### src/rtl/tensor_controller_pkg.sv
// Shared encodings, FSM state type and sizing helpers for the tensor burst controller.
package tensor_controller_pkg;

  localparam logic [1:0] OP_NOP     = 2'b00;
  localparam logic [1:0] OP_OPERATE = 2'b01;
  localparam logic [1:0] OP_BURST   = 2'b10;
  localparam logic [1:0] OP_RSVD    = 2'b11;

  localparam logic [1:0] SEL_READ     = 2'b00;
  localparam logic [1:0] SEL_WRITE    = 2'b01;
  localparam logic [1:0] SEL_RW       = 2'b10;
  localparam logic [1:0] SEL_WRITE_M2 = 2'b11;

  typedef enum logic [1:0] {
    ST_IDLE    = 2'd0,
    ST_OPERATE = 2'd1,
    ST_BURST   = 2'd2
  } state_t;

  function automatic int calc_beats(input int elems, input int lanes);
    return (elems + lanes - 1) / lanes;
  endfunction

  function automatic int idx_width(input int n);
    return (n > 1) ? $clog2(n) : 1;
  endfunction

endpackage

### src/rtl/tensor_result_snapshot.sv
// Holds a copy of the core result for a read burst and slices it into LANES-wide beats,
// padding lanes past the last element with zero.
module tensor_result_snapshot
  import tensor_controller_pkg::*;
#(
  parameter int DATA_WIDTH = 8,
  parameter int ELEMS      = 9,
  parameter int LANES      = 2,
  parameter int BEAT_W     = 4
) (
  input  logic                        clock_in,
  input  logic                        reset_in,
  input  logic                        load_in,
  input  logic [ELEMS*DATA_WIDTH-1:0] result_in,
  input  logic [BEAT_W-1:0]           beat_in,
  output logic [LANES*DATA_WIDTH-1:0] beat_data_out
);

  localparam int BEATS = calc_beats(ELEMS, LANES);

  logic [ELEMS-1:0][DATA_WIDTH-1:0]       snap_q, snap_d;
  logic [BEATS*LANES-1:0][DATA_WIDTH-1:0] padded;

  always_comb begin
    snap_d = snap_q;
    if (load_in) snap_d = result_in;
  end

  always_ff @(posedge clock_in) begin
    if (!reset_in) snap_q <= '0;
    else           snap_q <= snap_d;
  end

  for (genvar e = 0; e < BEATS*LANES; e++) begin : g_pad
    if (e < ELEMS) begin : g_elem
      assign padded[e] = snap_q[e];
    end else begin : g_zero
      assign padded[e] = '0;
    end
  end

  for (genvar k = 0; k < LANES; k++) begin : g_lane
    logic [DATA_WIDTH-1:0] lane_data;
    always_comb begin
      lane_data = '0;
      for (int b = 0; b < BEATS; b++)
        if (beat_in == BEAT_W'(b)) lane_data = padded[b*LANES + k];
    end
    assign beat_data_out[k*DATA_WIDTH +: DATA_WIDTH] = lane_data;
  end

endmodule

### src/rtl/tensor_burst_controller.sv
// Instruction decode, burst write/read sequencing and core start/done handling for the
// small tensor core; results stream out of a snapshot taken when a read burst is accepted.
module tensor_burst_controller
  import tensor_controller_pkg::*;
#(
  parameter int DATA_WIDTH = 8,
  parameter int DIM        = 3,
  parameter int LANES      = 2
) (
  input  logic                                 clock_in,
  input  logic                                 reset_in,
  input  logic                                 instr_valid_in,
  output logic                                 instr_ready_out,
  input  logic [15:0]                          instr_in,
  input  logic                                 wr_valid_in,
  output logic                                 wr_ready_out,
  input  logic [LANES*DATA_WIDTH-1:0]          wr_data_in,
  output logic                                 rd_valid_out,
  input  logic                                 rd_ready_in,
  output logic [LANES*DATA_WIDTH-1:0]          rd_data_out,
  output logic                                 rf_we_out,
  output logic                                 rf_matrix_out,
  output logic [idx_width(DIM*DIM)-1:0]        rf_index_out,
  output logic [LANES-1:0]                     rf_lane_mask_out,
  output logic [LANES*DATA_WIDTH-1:0]          rf_data_out,
  output logic                                 core_start_out,
  output logic [1:0]                           core_op_out,
  input  logic                                 core_done_in,
  input  logic [DIM*DIM*DATA_WIDTH-1:0]        core_result_in,
  output logic                                 busy_out,
  output logic                                 error_out
);

  localparam int ELEMS = DIM*DIM;
  localparam int BEATS = calc_beats(ELEMS, LANES);
  localparam int IDX_W = idx_width(ELEMS);
  localparam int CNT_W = idx_width(2*BEATS);
  localparam logic [CNT_W-1:0] BEATS_C  = CNT_W'(BEATS);
  localparam logic [CNT_W-1:0] LAST_ONE = CNT_W'(BEATS - 1);
  localparam logic [CNT_W-1:0] LAST_TWO = CNT_W'(2*BEATS - 1);

  state_t                      state_q, state_d;
  logic [1:0]                  mode_q, mode_d;
  logic [CNT_W-1:0]            beat_q, beat_d;
  logic                        rd_valid_q, rd_valid_d;
  logic                        rf_we_q, rf_we_d;
  logic                        rf_matrix_q, rf_matrix_d;
  logic [IDX_W-1:0]            rf_index_q, rf_index_d;
  logic [LANES-1:0]            rf_mask_q, rf_mask_d;
  logic [LANES*DATA_WIDTH-1:0] rf_data_q, rf_data_d;
  logic                        core_start_q, core_start_d;
  logic [1:0]                  core_op_q, core_op_d;
  logic                        error_q, error_d;

  logic [1:0]                  opcode, sel;
  logic                        instr_accept, in_burst, has_write, is_rw, paired;
  logic                        wr_fire, rd_fire, beat_fire, last_beat, snap_load;
  logic [CNT_W-1:0]            wr_slot;
  logic [LANES*DATA_WIDTH-1:0] snap_beat;
  logic                        unused_instr_bits;

  assign opcode            = instr_in[1:0];
  assign sel               = instr_in[3:2];
  assign unused_instr_bits = ^instr_in[15:4];

  assign instr_accept = instr_valid_in && (state_q == ST_IDLE);
  assign in_burst     = (state_q == ST_BURST);
  assign has_write    = (mode_q != SEL_READ);
  assign is_rw        = (mode_q == SEL_RW);
  assign paired       = is_rw && (beat_q < BEATS_C);

  // A paired READ_WRITE beat needs both sides at once, so write-ready waits on the reader.
  assign wr_ready_out = in_burst && has_write && (!paired || rd_ready_in);
  assign wr_fire      = wr_ready_out && wr_valid_in;
  assign rd_fire      = in_burst && rd_valid_q && rd_ready_in && (!is_rw || wr_valid_in);
  assign beat_fire    = has_write ? wr_fire : rd_fire;
  assign last_beat    = (mode_q == SEL_WRITE || is_rw) ? (beat_q == LAST_TWO)
                                                       : (beat_q == LAST_ONE);
  assign wr_slot      = (beat_q >= BEATS_C) ? (beat_q - BEATS_C) : beat_q;
  assign snap_load    = instr_accept && (opcode == OP_BURST) &&
                        ((sel == SEL_READ) || (sel == SEL_RW));

  tensor_result_snapshot #(
    .DATA_WIDTH (DATA_WIDTH),
    .ELEMS      (ELEMS),
    .LANES      (LANES),
    .BEAT_W     (CNT_W)
  ) u_snapshot (
    .clock_in      (clock_in),
    .reset_in      (reset_in),
    .load_in       (snap_load),
    .result_in     (core_result_in),
    .beat_in       (beat_q),
    .beat_data_out (snap_beat)
  );

  always_comb begin
    state_d      = state_q;
    mode_d       = mode_q;
    beat_d       = beat_q;
    rd_valid_d   = rd_valid_q;
    rf_we_d      = 1'b0;
    rf_matrix_d  = rf_matrix_q;
    rf_index_d   = rf_index_q;
    rf_mask_d    = rf_mask_q;
    rf_data_d    = rf_data_q;
    core_start_d = 1'b0;
    core_op_d    = core_op_q;
    error_d      = 1'b0;

    case (state_q)
      ST_IDLE: begin
        if (instr_accept) begin
          case (opcode)
            OP_OPERATE: begin
              state_d      = ST_OPERATE;
              core_start_d = 1'b1;
              core_op_d    = sel;
            end
            OP_BURST: begin
              state_d    = ST_BURST;
              mode_d     = sel;
              beat_d     = '0;
              rd_valid_d = (sel == SEL_READ) || (sel == SEL_RW);
            end
            OP_RSVD: error_d = 1'b1;
            default: ;
          endcase
        end
      end
      ST_OPERATE: begin
        if (core_done_in) state_d = ST_IDLE;
      end
      ST_BURST: begin
        if (beat_fire) begin
          if (last_beat) begin
            state_d    = ST_IDLE;
            beat_d     = '0;
            rd_valid_d = 1'b0;
          end else begin
            beat_d = beat_q + 1'b1;
            if (beat_q == LAST_ONE) rd_valid_d = 1'b0;
          end
        end
      end
      default: state_d = ST_IDLE;
    endcase

    if (wr_fire) begin
      rf_we_d     = 1'b1;
      rf_matrix_d = (mode_q == SEL_WRITE_M2) || (beat_q >= BEATS_C);
      rf_index_d  = IDX_W'(int'(wr_slot) * LANES);
      rf_data_d   = wr_data_in;
      for (int k = 0; k < LANES; k++)
        rf_mask_d[k] = (int'(wr_slot) * LANES + k) < ELEMS;
    end
  end

  always_ff @(posedge clock_in) begin
    if (!reset_in) begin
      state_q      <= ST_IDLE;
      mode_q       <= SEL_READ;
      beat_q       <= '0;
      rd_valid_q   <= 1'b0;
      rf_we_q      <= 1'b0;
      rf_matrix_q  <= 1'b0;
      rf_index_q   <= '0;
      rf_mask_q    <= '0;
      rf_data_q    <= '0;
      core_start_q <= 1'b0;
      core_op_q    <= '0;
      error_q      <= 1'b0;
    end else begin
      state_q      <= state_d;
      mode_q       <= mode_d;
      beat_q       <= beat_d;
      rd_valid_q   <= rd_valid_d;
      rf_we_q      <= rf_we_d;
      rf_matrix_q  <= rf_matrix_d;
      rf_index_q   <= rf_index_d;
      rf_mask_q    <= rf_mask_d;
      rf_data_q    <= rf_data_d;
      core_start_q <= core_start_d;
      core_op_q    <= core_op_d;
      error_q      <= error_d;
    end
  end

  assign instr_ready_out  = (state_q == ST_IDLE);
  assign busy_out         = (state_q != ST_IDLE);
  assign rd_valid_out     = rd_valid_q;
  assign rd_data_out      = {(LANES*DATA_WIDTH){rd_valid_q}} & snap_beat;
  assign rf_we_out        = rf_we_q;
  assign rf_matrix_out    = rf_matrix_q;
  assign rf_index_out     = rf_index_q;
  assign rf_lane_mask_out = rf_mask_q;
  assign rf_data_out      = rf_data_q;
  assign core_start_out   = core_start_q;
  assign core_op_out      = core_op_q;
  assign error_out        = error_q;

endmodule
### config.mk
export PLATFORM = sky130hd
export DESIGN_NAME = tensor_burst_controller
export DESIGN_NICKNAME = d
export VERILOG_FILES = /design/src/rtl/tensor_controller_pkg.sv /design/src/rtl/tensor_result_snapshot.sv /design/src/rtl/tensor_burst_controller.sv
export SDC_FILE = /design/constraint.sdc
export NUM_CORES = 1
export LEC_CHECK = 0
export CAP_MARGIN = 10
export CORE_MARGIN = 5
export CORE_UTILIZATION = 47
export DETAILED_ROUTE_END_ITERATION = 10
export GPL_TIMING_DRIVEN = 0
export PLACE_DENSITY_LB_ADDON = 0.3
export SLEW_MARGIN = 30
export SYNTH_ARGS = -nofsm -noshare
export SYNTH_HDL_FRONTEND = slang
export SYNTH_SLANG_ARGS = --single-unit
### constraint.sdc
create_clock -name clock_in -period 3.1 [get_ports clock_in]
set_clock_uncertainty 0.15 [all_clocks]
set_input_delay 0.93 -clock clock_in [delete_from_list [all_inputs] [get_ports clock_in]]
set_output_delay 0.93 -clock clock_in [all_outputs]
set_load 0.01 [all_outputs]
Word level (Yosys, flattened, before mapping):

Index checks and enable logic that the tools add are counted.
Widths: inputs -> output; s select.

* bits in registers: 108
* input port bits: 110
* output and inout bits: 48
* word-level logic and storage cells: 112

* $add $sub $neg: 3
* magnitude comparators: 4
* eq/ne operators: 21
* mux-type cells: 33
* bitwise operators: 1
* reduce and logical (&&, ||, !) cells: 29

Operators by type and width (number)
* $mux 8: 10
* $mux 4: 5
* $and 16x16->16: 1
* $eq 2x2->1 const B: 6
* $logic_and 1x1->1: 10
* $mux 1: 10
* $reduce_and 5->1: 2
* $reduce_and 3->1: 3
* $eq 4x2->1 const B: 2
* $mux 2: 4
* $ne 2x1->1 const B: 4
* $pmux 4 s2: 1
* $add 5x1->6 const B: 1
* $eq 2x1->1 const B: 3
* $lt 6x4->1 const B: 1
* $ne 3x1->1 const B: 2
* $pmux 2 s3: 1
* $reduce_bool 2->1: 3
* $logic_or 1x1->1: 5
* $lt 5x4->1 const B: 1
* $add 4x1->4 const B: 1
* $eq 4x1->1 const B: 1
* $eq 4x3->1 const B: 1
* $eq 4x4->1 const B: 1
* other kinds (10): 12

Longest topological paths before layout:

* depth in word-level cells: 9
* gate-level depth with buffers: 9
* mapped depth without buffers: 7

Modules after synthesis:

Synthesis repeated with hierarchy kept, for this count alone.

* cell total of the unflattened synthesis: 533
* area, all modules: 5181.2 um^2

Modules (own cells, without submodules)
* tensor_result_snapshot: times used 1, cells each 314, area each 3380.7 um^2, sequential area each 1441.4 um^2
* tensor_burst_controller: times used 1, cells each 219, area each 1800.5 um^2, sequential area each 720.7 um^2

Worst setup path before layout:

Ideal clock, no wire load.

* kind: register to output
* start: register beat_q[0]
* end: output port rd_data_out[13]
* data arrival time: 1.739 ns
* required time: 2.020 ns
* slack: 0.281 ns
* stages on the path, launching flop included: 9
* buffers on the path: 2
* cell sequence: dfxtp_1 -> inv_1 -> ha_1 -> clkbuf_1 -> clkbuf_1 -> a21oi_1 -> a21oi_1 -> o21ai_0 -> and3_1

* longest elaborated chain between the ends: 7
* elaborated cells between the ends (all ways): 11
* classes of those cells: 4 x eq/ne; 5 x mux; 1 x bitwise; 1 x reduce/logical

RTL lines
* start: declaration: RTL line tensor_burst_controller.sv:44 `logic [CNT_W-1:0] beat_q, beat_d;`
* start signal: assignment: RTL line tensor_burst_controller.sv:176 `beat_q <= beat_d;`
* $logic_not 4->1: RTL line tensor_result_snapshot.sv:47 `if (beat_in == BEAT_W'(b)) lane_data = padded[b*LANES + k];`
* $mux 8 (4 in series): RTL line tensor_result_snapshot.sv:47
* $mux 8 *: RTL line tensor_result_snapshot.sv:47
* $and 16x16->16 *: RTL line tensor_burst_controller.sv:192 `assign rd_data_out = {(LANES*DATA_WIDTH){rd_valid_q}} & snap_beat;`
* end: declaration: RTL line tensor_burst_controller.sv:20 `output logic [LANES*DATA_WIDTH-1:0] rd_data_out,`

Mark *: on every way between the ends. The rest lies on a longest branch, timed or not.

Worst setup path after layout:

* start: register beat_q[1]
* end: output port rd_data_out[15]

The elaborated chain is that of the path after synthesis.

==> results.toml <==
[synthesis]
ys_ff_latch = 108
synth_ff_type = "dfxtp_1"
syn_inst = 646
synth_nets = 764
async_flop_share_pct = 0
synth_seq_area_share_pct = 42.91
yosysWarnings = 0
synth_edf_count = 0
avgSynthCellArea_um2 = 7.800
ys_types = 47
synth_area_mm2 = 0.005039

[sta]
final.hold.worst_slack_ns = 0.3172
finalSetupTns_ns = -0.1416
setup_viol = 6
maxSlewHeadroom_pct = 53.97
hold_violations = 0
min_period_ns = 3.143
tightest_slew_ns = 0.6846
rsz0062_at_grt = "yes"
fmax_ghz = 0.3182
slew_violations = 0
fin_crit_sh_pct = 101.4
worst_slack_ns = -0.04256

[route]
routed_wirelength_mm = 16.45
top_layer_used = "met4"
firstDrtPassIters = 7
dr_wl_met2_mm = 7.643
routedWlPerCell_um = 17.13
wl_met3_mm = 1.521
dr.first_iter.drc_count = 599
drtAntennaViolNets = 0
viasPerCell = 5.427
vias = 5210
drc = 0
wl_met1_mm = 6.741

[power_and_ir_drop]
power.leakage_nw = 2.548
switching_power_mw = 0.7463
vdd.ir_drop.worst_v = 0.0002210
p_seq_share_pct = 51.3
swShare_pct = 26.56
pwr-share-clk_pct = 32.0
powerDensity_mw_per_mm2 = 389.4
power_mw = 2.810
comb_power_share_pct = 16.7
intPower_mw = 2.064

[placed_design]
dp_slack_ns = -0.7921
routabilityCongestion = 0.9064
io_buffers = 143
dpl.hpwl_mm = 11.56

[clock_tree]
clockRootBuffer = "clkbuf_8"
hold_buffers = 0
clk_latency_ns = 0.38
cts_buffers = 9
htree_num_levels = 3
cts_tree = "yes"
cts_buffer_depth = 2
cts_sinks = 108
clkTransAtPathRegs_ns = 0.10

[floorplan]
num_rows = 37
die_w_um = 113.5
floorplan.initialDensity_pct = 48.59
core_mm2 = 0.01037
ios = 158
die_h_um = 113.5
dieArea_mm2 = 0.01289

[layout]
drive_gt1_share_pct = 16.26
antennaDiodeCount = 0
nFillCells = 798
synthToLayoutAreaGrowth_pct = 43.21
num-nets-final = 937
post-route-util_pct = 69.58

[grt]
grt_antenna_before_repair = 0
grt_pass1_vias = 5195
grt.overflow.total = 0
grt_pass1_wl_mm = 25.14
grt_max_degree = 20
gr-usage-all-layers_pct = 24.22

[worst_setup_path]
critical_path_class = "register to output pin"
end_kind = "output pin"
cp.arrival_ns = 2.06
crit_fanout = 10
cp_data_required_time_ns = 2.02
start_kind = "register"

[run_status]
outcome = "finished with violations"
violations = "setup timing"

[worst_hold_path]
hp-class = "register to register"

[job]
cap_violations = 0
path summary, 6_finish.rpt:
check / endpoint / cells after the start / from / slack (ns)
worst max register to register: rf_lane_mask_out[0] / 9 / beat_q[0] / 0.40
worst min register to register: rf_data_out[3] / 2 / rf_data_out[3] / 0.32
worst min-delay path: rf_data_out[3] / 2 / rf_data_out[3] / 0.32
worst max-delay path: rd_data_out[15] / 9 / beat_q[1] / -0.04
power by group through the flow:
stage | Clock [mW] | Sequential [mW] | Combinational, mW
after floorplan | 0 | 1.47 | 0.168
after global placement | 0 | 1.47 | 0.361
after detailed placement | 0 | 1.47 | 0.370
after CTS | 0.904 | 1.44 | 0.417
after global routing | 0.966 | 1.44 | 0.497
final | 0.900 | 1.44 | 0.469
what timing repair did:
item	in CTS	in global routing
setup buffers	8	10
setup endpoints to repair	17	16
gates resized for setup	132	38
pin swaps	11	18
gates cloned	2	0
critical path: stages, from the launching register on:
cell	delay [ns]
dfxtp_4	0.40
inv_6	0.05
ha_4	0.18
clkbuf_8	0.18
nand3b_1	0.18
a21oi_2	0.15
a21oi_2	0.07
o21ai_0	0.14
and3_1	0.20
buf_2	0.14
cell usage after synthesis, types with 2 or more instances:
cell type    n  area, µm²
o21ai_0     20      100.1
ha_1         8      100.1
nand2b_1     2      12.51
and3_1      10      62.56
dfxtp_1    108       2162
nand3_1      7      35.03
nand2_1    213      799.5
a22oi_1      8      60.06
nor2b_1     13      81.33
nor2_1       7      26.28
clkbuf_1    25      93.84
mux2i_1      3      30.03
nand3b_1     9      67.56
buf_2       22      110.1
inv_1       19      71.32
nor3_1       5      25.02
a21boi_0    94      705.7
a21oi_1     37      185.2
a22o_1       8      70.07
state kept, by name (all words and copies together) (netlist names):
| register | cells |
|---|---|
| rf_index_out | 3 |
| rf_data_out | 16 |
| rf_lane_mask_out | 2 |
| mode_q | 2 |
| u_snapshot.padded | 72 |
| error_out | 1 |
| rf_we_out | 1 |
| core_start_out | 1 |
| core_op_out | 2 |
| beat_q | 4 |
| state_q | 2 |
| rd_valid_out | 1 |
| rf_matrix_out | 1 |
metal layers:
metal  vias to the layer above  global-route usage, %
met2                       279                  39.22
li1                       2498                      -
met1                      2378                  31.74
met5                         -                      0
met3                        55                  4.456
met4                         0                  10.18
stage by stage:
step,instances,cell area (µm²)
3_5_place_dp,925,6640
3_3_place_gp,925,6640
4_1_cts,950,7064
5_1_grt,960,7216
2_1_floorplan,646,5039
6_report,960,7216
layout by cell type (no fill, tap or decap), drive strengths merged, types with 2 or more instances in the layout:
cell / synthesis / final
inv: 19 / 22
a22oi: 8 / 8
clkinv: 0 / 2
o311ai: 2 / 2
dfxtp: 108 / 108
nand2b: 2 / 2
nor3: 5 / 5
buf: 24 / 63
nand3: 7 / 7
a21oi: 37 / 37
mux2i: 3 / 3
a311oi: 2 / 2
a21boi: 94 / 94
clkbuf: 25 / 31
nor2b: 13 / 13
and2: 2 / 2
nor2: 8 / 8
nand2: 214 / 214
clkdlybuf4s50: 0 / 126
nand3b: 9 / 9
and3: 10 / 10
o21ai: 21 / 21
a22o: 8 / 8
ha: 8 / 8
area by class of cell:
| class | instances | area [µm²] | share of cell area (%) |
|---|---|---|---|
| plain buffers | 48 | 312.8 | 4.335 |
| repair buffers | 163 | 1518 | 21.03 |
| multi-input cells | 470 | 2758 | 38.22 |
| well taps | 136 | 170.2 | 2.358 |
| inverters | 19 | 81.33 | 1.127 |
| flip-flops and latches | 108 | 2170 | 30.07 |
| clock buffers | 9 | 123.9 | 1.717 |
| clock inverters | 7 | 82.58 | 1.144 |
logic make-up (layout without fill, tap and decap cells):
family	Yosys count	in the layout	share of synthesized area [%]
AND/OR/NAND/NOR	279	279	23.99
AO/OA/AOI/OAI	178	178	24.44
flip-flops	108	108	42.91
buffers and inverters	68	246	5.836
multiplexers	3	3	0.5960
other	1	1	0.07443
XOR/XNOR	1	1	0.1739
adder cells (fa/ha/maj)	8	8	1.987
(Power assumes the default switching activity.)
